<file path="config.mk">
export PLATFORM = sky130hd
export DESIGN_NAME = fifo_stream_arbiter
export DESIGN_NICKNAME = d
export VERILOG_FILES = /design/src/rtl/fifo_stream_arbiter.sv
export SDC_FILE = /design/constraint.sdc
export NUM_CORES = 1
export LEC_CHECK = 0
export CORE_MARGIN = 4
export CORE_UTILIZATION = 38
export CTS_BUF_LIST = sky130_fd_sc_hd__clkbuf_4
export CTS_CLUSTER_SIZE = 16
export DETAILED_ROUTE_END_ITERATION = 10
export PLACE_DENSITY = 0.92
export SYNTH_ARGS = -nofsm -noshare
export SYNTH_HDL_FRONTEND = slang
export SYNTH_SLANG_ARGS = --single-unit
</file>
<file path="constraint.sdc">
create_clock -name BUS_CLK -period 2.8 [get_ports BUS_CLK]
set_input_delay 0.28 -clock BUS_CLK [delete_from_list [all_inputs] [get_ports BUS_CLK]]
set_output_delay 0.28 -clock BUS_CLK [all_outputs]
set_load 0.05 [all_outputs]
</file>
<file path="src/rtl/fifo_stream_arbiter.sv">
// fifo_stream_arbiter: round-robin merge of N_SRC first-word-fall-through
// source FIFOs into one registered output stream with bounded bursts.
// Optional build macro ARB_SOURCE_TAG_EN: replaces the top 3 bits of each
// output word with the index of the source it came from.
module fifo_stream_arbiter #(
  parameter int N_SRC      = 4,
  parameter int DATA_WIDTH = 32,
  parameter int MAX_BURST  = 16
) (
  input  logic                        BUS_CLK,
  input  logic                        BUS_RST,
  input  logic [N_SRC-1:0]            SRC_EMPTY,
  input  logic [N_SRC*DATA_WIDTH-1:0] SRC_DATA,
  output logic [N_SRC-1:0]            SRC_READ,
  input  logic                        OUT_READY,
  output logic                        OUT_WRITE,
  output logic [DATA_WIDTH-1:0]       OUT_DATA,
  output logic [N_SRC-1:0]            GRANT,
  output logic                        BUSY
);

  localparam int IDX_W = $clog2(N_SRC);
  localparam int CNT_W = $clog2(MAX_BURST + 1);
  localparam logic [CNT_W-1:0] BURST_LAST = CNT_W'(MAX_BURST - 1);
  localparam logic [IDX_W-1:0] IDX_LAST   = IDX_W'(N_SRC - 1);

  typedef enum logic {
    ST_IDLE,
    ST_GRANT
  } state_t;

  state_t                  state_q, state_d;
  logic [N_SRC-1:0]        grant_q, grant_d;
  // Index of the current grant while busy; doubles as the round-robin
  // "last granted" pointer while idle.
  logic [IDX_W-1:0]        last_q, last_d;
  logic [CNT_W-1:0]        count_q, count_d;
  logic                    out_write_q, out_write_d;
  logic [DATA_WIDTH-1:0]   out_data_q, out_data_d;

  logic [DATA_WIDTH-1:0]   src_word [N_SRC];
  logic [DATA_WIDTH-1:0]   cur_word;
  logic                    any_req;
  logic                    found;
  logic [IDX_W-1:0]        sel_idx;
  logic [IDX_W-1:0]        cand_idx;
  int                      cand;
  logic                    pop;

  for (genvar i = 0; i < N_SRC; i++) begin : g_slice
    assign src_word[i] = SRC_DATA[i*DATA_WIDTH +: DATA_WIDTH];
  end

  assign cur_word = src_word[last_q];
  assign any_req  = |(~SRC_EMPTY);

  // Rotating priority scan: first non-empty source after the last granted one.
  always_comb begin
    found    = 1'b0;
    sel_idx  = last_q;
    cand     = 0;
    cand_idx = '0;
    for (int k = 1; k <= N_SRC; k++) begin
      cand = int'(last_q) + k;
      if (cand >= N_SRC) cand = cand - N_SRC;
      cand_idx = IDX_W'(cand);
      if (!found && !SRC_EMPTY[cand_idx]) begin
        found   = 1'b1;
        sel_idx = cand_idx;
      end
    end
  end

  // Next-state, pop strobe and output-register load for the grant FSM.
  always_comb begin
    // NOTE: every signal driven here gets a default first, so no path can
    // leave it unassigned and infer a latch.
    state_d     = state_q;
    grant_d     = grant_q;
    last_d      = last_q;
    count_d     = count_q;
    out_write_d = 1'b0;
    out_data_d  = out_data_q;
    pop         = 1'b0;
    SRC_READ    = '0;

    unique case (state_q)
      ST_IDLE: begin
        if (any_req) begin
          state_d          = ST_GRANT;
          last_d           = sel_idx;
          grant_d          = '0;
          grant_d[sel_idx] = 1'b1;
          count_d          = '0;
        end
      end
      ST_GRANT: begin
        pop = OUT_READY && !SRC_EMPTY[last_q];
        if (pop) begin
          SRC_READ[last_q] = 1'b1;
          out_write_d      = 1'b1;
`ifdef ARB_SOURCE_TAG_EN
          out_data_d       = {3'(last_q), cur_word[DATA_WIDTH-4:0]};
`else
          out_data_d       = cur_word;
`endif
          count_d          = count_q + 1'b1;
          if (count_q == BURST_LAST) begin
            state_d = ST_IDLE;
            grant_d = '0;
          end
        end else if (SRC_EMPTY[last_q]) begin
          // Source ran dry: release the grant, unused budget is dropped.
          state_d = ST_IDLE;
          grant_d = '0;
        end
      end
      default: state_d = ST_IDLE;
    endcase

    // A pop must not reach the source FIFO in a cycle that is being reset.
    if (BUS_RST) SRC_READ = '0;
  end

  // State and output registers with synchronous reset.
  always_ff @(posedge BUS_CLK) begin
    // NOTE: non-blocking assignments so every register samples the values
    // from before this edge, independent of statement order.
    if (BUS_RST) begin
      state_q     <= ST_IDLE;
      grant_q     <= '0;
      last_q      <= IDX_LAST;
      count_q     <= '0;
      out_write_q <= 1'b0;
      out_data_q  <= '0;
    end else begin
      state_q     <= state_d;
      grant_q     <= grant_d;
      last_q      <= last_d;
      count_q     <= count_d;
      out_write_q <= out_write_d;
      out_data_q  <= out_data_d;
    end
  end

  assign GRANT     = grant_q;
  assign OUT_WRITE = out_write_q;
  assign OUT_DATA  = out_data_q;
  assign BUSY      = (state_q == ST_GRANT);

endmodule

</file>
==> results.yml, run 1 <==
outcome:
  status: "completed"
sta:
  period_share: 0.899
  max_slew.worst_pin.slew_ns: 0.924
  skew_ns: 0.00775
  relSlewSlack: 0.384
  finalCriticalPeriod_ns: 2.52
  setup-violations-final: 0
  rsz0062_at_grt: "false"
  drv_slew: 0
  fin_setup_tns_ns: 0
  finalHoldViolations: 0
  clock.fmax_mhz: 397
flow_run:
  maxCapViolations: 0
floorplanning:
  die_area_um2: 9000
  num_rows: 31
  fp.dieW_um: 94.9
  core_um2: 7290
  ios: 177
  initial_core_util: 0.393
  die_y_um: 94.9
route:
  vias: 2949
  route.detailed.drc: 0
  drt_pass1_iterations: 5
  antenna_left: 0
  routed_via_density: 5.31
  avgRoutedWirePerCell_um: 17.0
  wl_um: 9460
  drtIter0Drc: 75
pwr:
  ir_drop_v: 0.000289
  p_leak_uw: 0.00172
  power_density_nw_per_um2: 453
clock_network:
  cts.sinks: 45
  clk_latency_ns: 0.35
  cts_max_level: 2
  clk_pin_slew_ns: 0.13
  cts_tree: "built"
  clock_path_buffers: 2
  cts_made_buffers: 5
  cts_root_buf: "clkbuf_4"
setup_path:
  arrival_ns: 2.24
  cp-end-kind: "output pin"
  rrSetupSlack_ns: 0.37
  crit_start: "last_q[0]$_SDFFE_PP1P_"
  reg2reg_to: "GRANT[2]$_SDFFE_PP0P_"
  crit_end: "SRC_READ[2]"
  reg2reg_depth: 7
  worstPathRequired_ns: 2.52
  start_kind: "register"
  crit_fanout: 30
  crit_type: "reg2out"
  rr_startpoint: "last_q[0]$_SDFFE_PP1P_"
placement:
  gp_congestion: 0.902
  io_buffers: 176
  hpwl_um: 7520
layout:
  drive_gt1_frac: 0.143
  area_growth_pct: 67.4
  finalNetCount: 595
  fin_util: 0.658
yosys:
  synth_xor_area_frac: 0.00611
  synth_cell_types: 46
  synth_compound_area_frac: 0.138
  synthAdderAreaFrac: 0.0262
  synthTopCellsByArea: "dfxtp_1, mux4_2, nand2_1, a21oi_1, mux2i_1"
  synth_edf_count: 0
  synth_top_family_by_area: "multiplexers"
  synth_top_cell_area_share: 0.314
  yosys.area_share.simple: 0.166
  synth_nets: 430
  ys_seq_area_frac: 0.314
  synth.largest_area_cell: "dfxtp_1"
  synth-async-reset-ratio: 0
  synth.avg_cell_area_um2: 9.92
  yosys_most_used_dff: "dfxtp_1"
  synthCells: 289
  synth_seq_cells: 45
  synth_warnings: 0
  muxShareOfSynthArea: 0.291
  syn_area_um2: 2870
min_path:
  hold_class: "reg2reg"
  hold_depth: 2
global_routing:
  grt_pass1_vias: 3060
  antenna_found_initial: 1
  grt-ovfl-total: 0
  track_usage: 0.201
  grt_max_degree: 47
  grt_pass1_wl_um: 14000
==> flip-flops by register name (all words and copies together), names as in the netlist <==
register / cells
OUT_WRITE: 1
count_q: 5
last_q: 2
GRANT: 4
OUT_DATA: 32
BUSY: 1
==> layout make-up <==
cell class,instances,area (um2)
fillers,627,2490
repair buffers,185,1880
multi-input cells,214,1800
flip-flops and latches,45,903
well taps,99,124
clock inverters,3,41.3
clock buffers,5,37.5
inverters,3,11.3
diodes,1,2.50
==> worst min-delay path by stage <==
stage	start	endpoint
floorplan	count_q[4]$_SDFFE_PP0P_	count_q[4]$_SDFFE_PP0P_
global placement	OUT_DATA[0]$_SDFFE_PP0P_	OUT_DATA[0]$_SDFFE_PP0P_
detailed placement	OUT_DATA[12]$_SDFFE_PP0P_	OUT_DATA[12]$_SDFFE_PP0P_
CTS	OUT_DATA[26]$_SDFFE_PP0P_	OUT_DATA[26]$_SDFFE_PP0P_
global route	OUT_DATA[2]$_SDFFE_PP0P_	OUT_DATA[2]$_SDFFE_PP0P_
finish	OUT_DATA[27]$_SDFFE_PP0P_	OUT_DATA[27]$_SDFFE_PP0P_
==> cells in the final DEF (no fill, tap or decap), drive strengths merged, types with 3 or more instances in the layout <==
cell type      count
clkdlybuf4s50    171
nand2             73
dfxtp             45
a21oi             37
mux4              33
buf               14
mux2i              8
nor2               8
ha                 6
clkbuf             5
and2               4
nor3               4
nand2b             3
or3                3
a2bb2oi            3
or2                3
==> cell families (layout without fill, tap and decap cells) <==
family	after synthesis	in the layout
AOI/OAI and AO/OA	60	60
xor gates and xnor gates	2	2
adders and majority gates	6	6
buffers and inverters	30	196
DFF	45	45
muxes	42	42
other	0	1
and+or+nand+nor	104	104
==> synth_stat cells (all sizes together) (4+ instances only) <==
master,number
nor2,8
mux4,33
mux2i,8
buf,22
ha,6
clkbuf,5
nand2,73
dfxtp,45
nor3,4
and2,4
a21oi,37
==> layer usage <==
| layer | GRT usage | up-vias | share of wire |
|---|---|---|---|
| li1 | - | 1397 | - |
| met1 | 0.182 | 1395 | 0.32 |
| met2 | 0.413 | 144 | 0.56 |
| met3 | 0.0558 | 13 | 0.10 |
| met4 | 0.0697 | 0 | 0.017 |
| met5 | 0 | - | 0 |
==> repair_timing <==
item                       CTS  global route
hold buffers                 0             0
gates resized for setup      0             1
setup endpoints to repair    0             1
setup buffers                0             0
==> power by group <==
| part | internal, uW | leakage [uW] | switching, uW |
|---|---|---|---|
| combinational | 544 | 0.00132 | 513 |
| sequential | 691 | 0.000365 | 30.6 |
| clock | 185 | 0.0000389 | 211 |
==> worst max-delay path: stages, from the launching register on <==
cell	delay, ns
dfxtp_2	0.37
buf_6	0.32
mux4_2	0.44
or2_1	0.30
nor2_4	0.11
and2_1	0.19
buf_12	0.14
==> metrics by stage <==
step	power [uW]	worst slack (ns)	area [um2]	cells	hold slack, ns
final	2170	0.282	4800	555	0.462
after CTS	2190	0.114	4790	554	0.464
after floorplan	1430	0.432	2870	289	0.464
after detailed placement	1790	0.418	4710	546	0.446
after global routing	2280	0.129	4800	555	0.489
after global placement	1760	0.540	4710	546	0.442
Note: power is estimated with default switching activity, not from simulation.
==> inputs of run 2 (changes only) <==
--- a/config.mk
+++ b/config.mk
@@ -10,7 +10,7 @@
 export CTS_BUF_LIST = sky130_fd_sc_hd__clkbuf_4
 export CTS_CLUSTER_SIZE = 16
 export DETAILED_ROUTE_END_ITERATION = 10
-export PLACE_DENSITY = 0.92
+export PLACE_DENSITY = 0.81
 export SYNTH_ARGS = -nofsm -noshare
 export SYNTH_HDL_FRONTEND = slang
 export SYNTH_SLANG_ARGS = --single-unit
==> results.yml, run 2 (synthesis gave the netlist of run 1 again) <==
route:
  antenna_left: 0
  wl_um: 9400
  vias: 2910
  route.detailed.drc: 0
  routed_via_density: 5.22
  avgRoutedWirePerCell_um: 16.9
  drt_pass1_iterations: 5
  drtIter0Drc: 65
setup_path:
  start_kind: "register"
  cp-end-kind: "output pin"
  rrSetupSlack_ns: 0.49
  crit_type: "reg2out"
  worstPathRequired_ns: 2.52
  reg2reg_depth: 7
  rr_startpoint: "last_q[1]$_SDFFE_PP1P_"
  crit_fanout: 5
  cp_num_buf_inv: 1
  crit_slowest_cell: "mux4_2"
  cp_top_family: "simple AND/OR/NAND/NOR gates"
  max_stage_delay_ns: 0.56
  arrival_ns: 2.07
  reg2reg_to: "GRANT[0]$_SDFFE_PP0P_"
  crit_chain: "mux4_2 -> or2_1 -> nor2_4 -> and2_1 -> buf_12"
outcome:
  status: "completed"
layout:
  layout_commonest_cell: "clkdlybuf4s50_1"
  drive_gt1_frac: 0.151
  area_growth_pct: 66.9
  diodes: 0
  most-common-layout-cells: "clkdlybuf4s50_1, nand2_1, dfxtp_1, a21oi_1, mux4_2"
  largest_reg_flops: 32
  finalNetCount: 598
floorplanning:
  die_y_um: 94.9
  ios: 177
  die_area_um2: 9000
  initial_core_util: 0.393
  core_um2: 7290
  num_rows: 31
  fp.dieW_um: 94.9
pwr:
  p_int_uw: 1330
  p_seq_frac: 0.343
  power_density_nw_per_um2: 439
  swShare: 0.366
  ir_drop_v: 0.000370
  switchingPower_uw: 769
  p_leak_uw: 0.00172
  fin_total_pwr_uw: 2100
  comb_power_share: 0.502
  power_frac_clock: 0.154
min_path:
  hold_class: "in2reg"
  hold_depth: 2
  min_from: "BUS_RST"
  holdPathEnd: "OUT_DATA[4]$_SDFFE_PP0P_"
global_routing:
  grt_max_degree: 44
  antenna_found_initial: 0
  track_usage: 0.207
  grt-ovfl-total: 0
  grt_pass1_wl_um: 14700
  grt_util_met2: 0.372
  globalRoute.busiestLayer: "met2"
  grt_use_met3: 0.0534
  use_met1: 0.237
  grt_pass1_vias: 2961
clock_network:
  clk_latency_ns: 0.36
  cts_root_buf: "clkbuf_4"
  cts.sinks: 45
  clock_path_buffers: 2
  cts_tree: "built"
  cts_hold_buffers: 0
  cts_made_buffers: 5
  cts-resized-gates: 0
  cts_setup_buffers: 0
  clk_pin_slew_ns: 0.15
  cts_max_level: 2
sta:
  finalCriticalPeriod_ns: 2.35
  max_slew.worst_pin.slew_ns: 0.742
  relSlewSlack: 0.505
  period_share: 0.840
  skew_ns: 0.00995
  setup-violations-final: 0
  drv_slew: 0
  rsz0062_at_grt: "false"
  clock.fmax_mhz: 425
  fin_setup_tns_ns: 0
  finalHoldViolations: 0
placement:
  hpwl_um: 7550
  gp_congestion: 0.860
  io_buffers: 176
flow_run:
  maxCapViolations: 0
run 2: stage by stage:
step | utilization | setup slack [ns] | area (um2) | hold slack [ns] | std cells
final | 0.656 | 0.449 | 4780 | 0.415 | 557
after global routing | 0.656 | 0.328 | 4780 | 0.418 | 557
after CTS | 0.656 | 0.408 | 4780 | 0.391 | 557
after detailed placement | 0.648 | 0.484 | 4720 | 0.444 | 549
after global placement | 0.648 | 0.545 | 4720 | 0.442 | 549
after floorplan | - | 0.432 | 2870 | 0.464 | 289
run 2: worst reg2reg max path, stage by stage (launching register included):
cell       delay (ns)
dfxtp_2          0.39
inv_1            0.10
ha_1             0.39
or2_2            0.33
a32oi_1          0.35
a2bb2oi_1        0.32
a2bb2oi_1        0.21
o21ai_0          0.11
run 2: worst max path at each step:
stage                           startpoint                     to  slack, ns  cells past startpoint
detailed placement            SRC_EMPTY[1]  GRANT[0]$_SDFFE_PP0P_       0.48                      7
global route        last_q[1]$_SDFFE_PP1P_            SRC_READ[2]       0.33                      5
floorplan           last_q[0]$_SDFFE_PP1P_  GRANT[1]$_SDFFE_PP0P_       0.43                      8
global placement              SRC_EMPTY[3]            SRC_READ[3]       0.54                      6
finish              last_q[1]$_SDFFE_PP1P_            SRC_READ[0]       0.45                      5
CTS                 last_q[1]$_SDFFE_PP1P_            SRC_READ[0]       0.41                      5
run 2: per-layer routing:
layer	share of wire	vias up
li1	-	1397
met1	0.37	1392
met2	0.53	105
met3	0.080	16
met4	0.019	0
met5	0	-
run 2: cell type report:
class / instances / area (um2)
well taps: 99 / 124
inverters: 3 / 11.3
clock buffers: 5 / 37.5
clock inverters: 3 / 22.5
repair buffers: 188 / 1890
fillers: 616 / 2510
multi-input cells: 214 / 1800
flip-flops and latches: 45 / 903
run 2: power by group through the flow:
stage	Clock (uW)	Combinational [uW]	Sequential (uW)
2_1_floorplan	0	548	878
3_3_place_gp	0	1040	735
3_5_place_dp	0	1060	736
4_1_cts	338	1060	722
5_1_grt	374	1130	729
6_report	325	1060	722
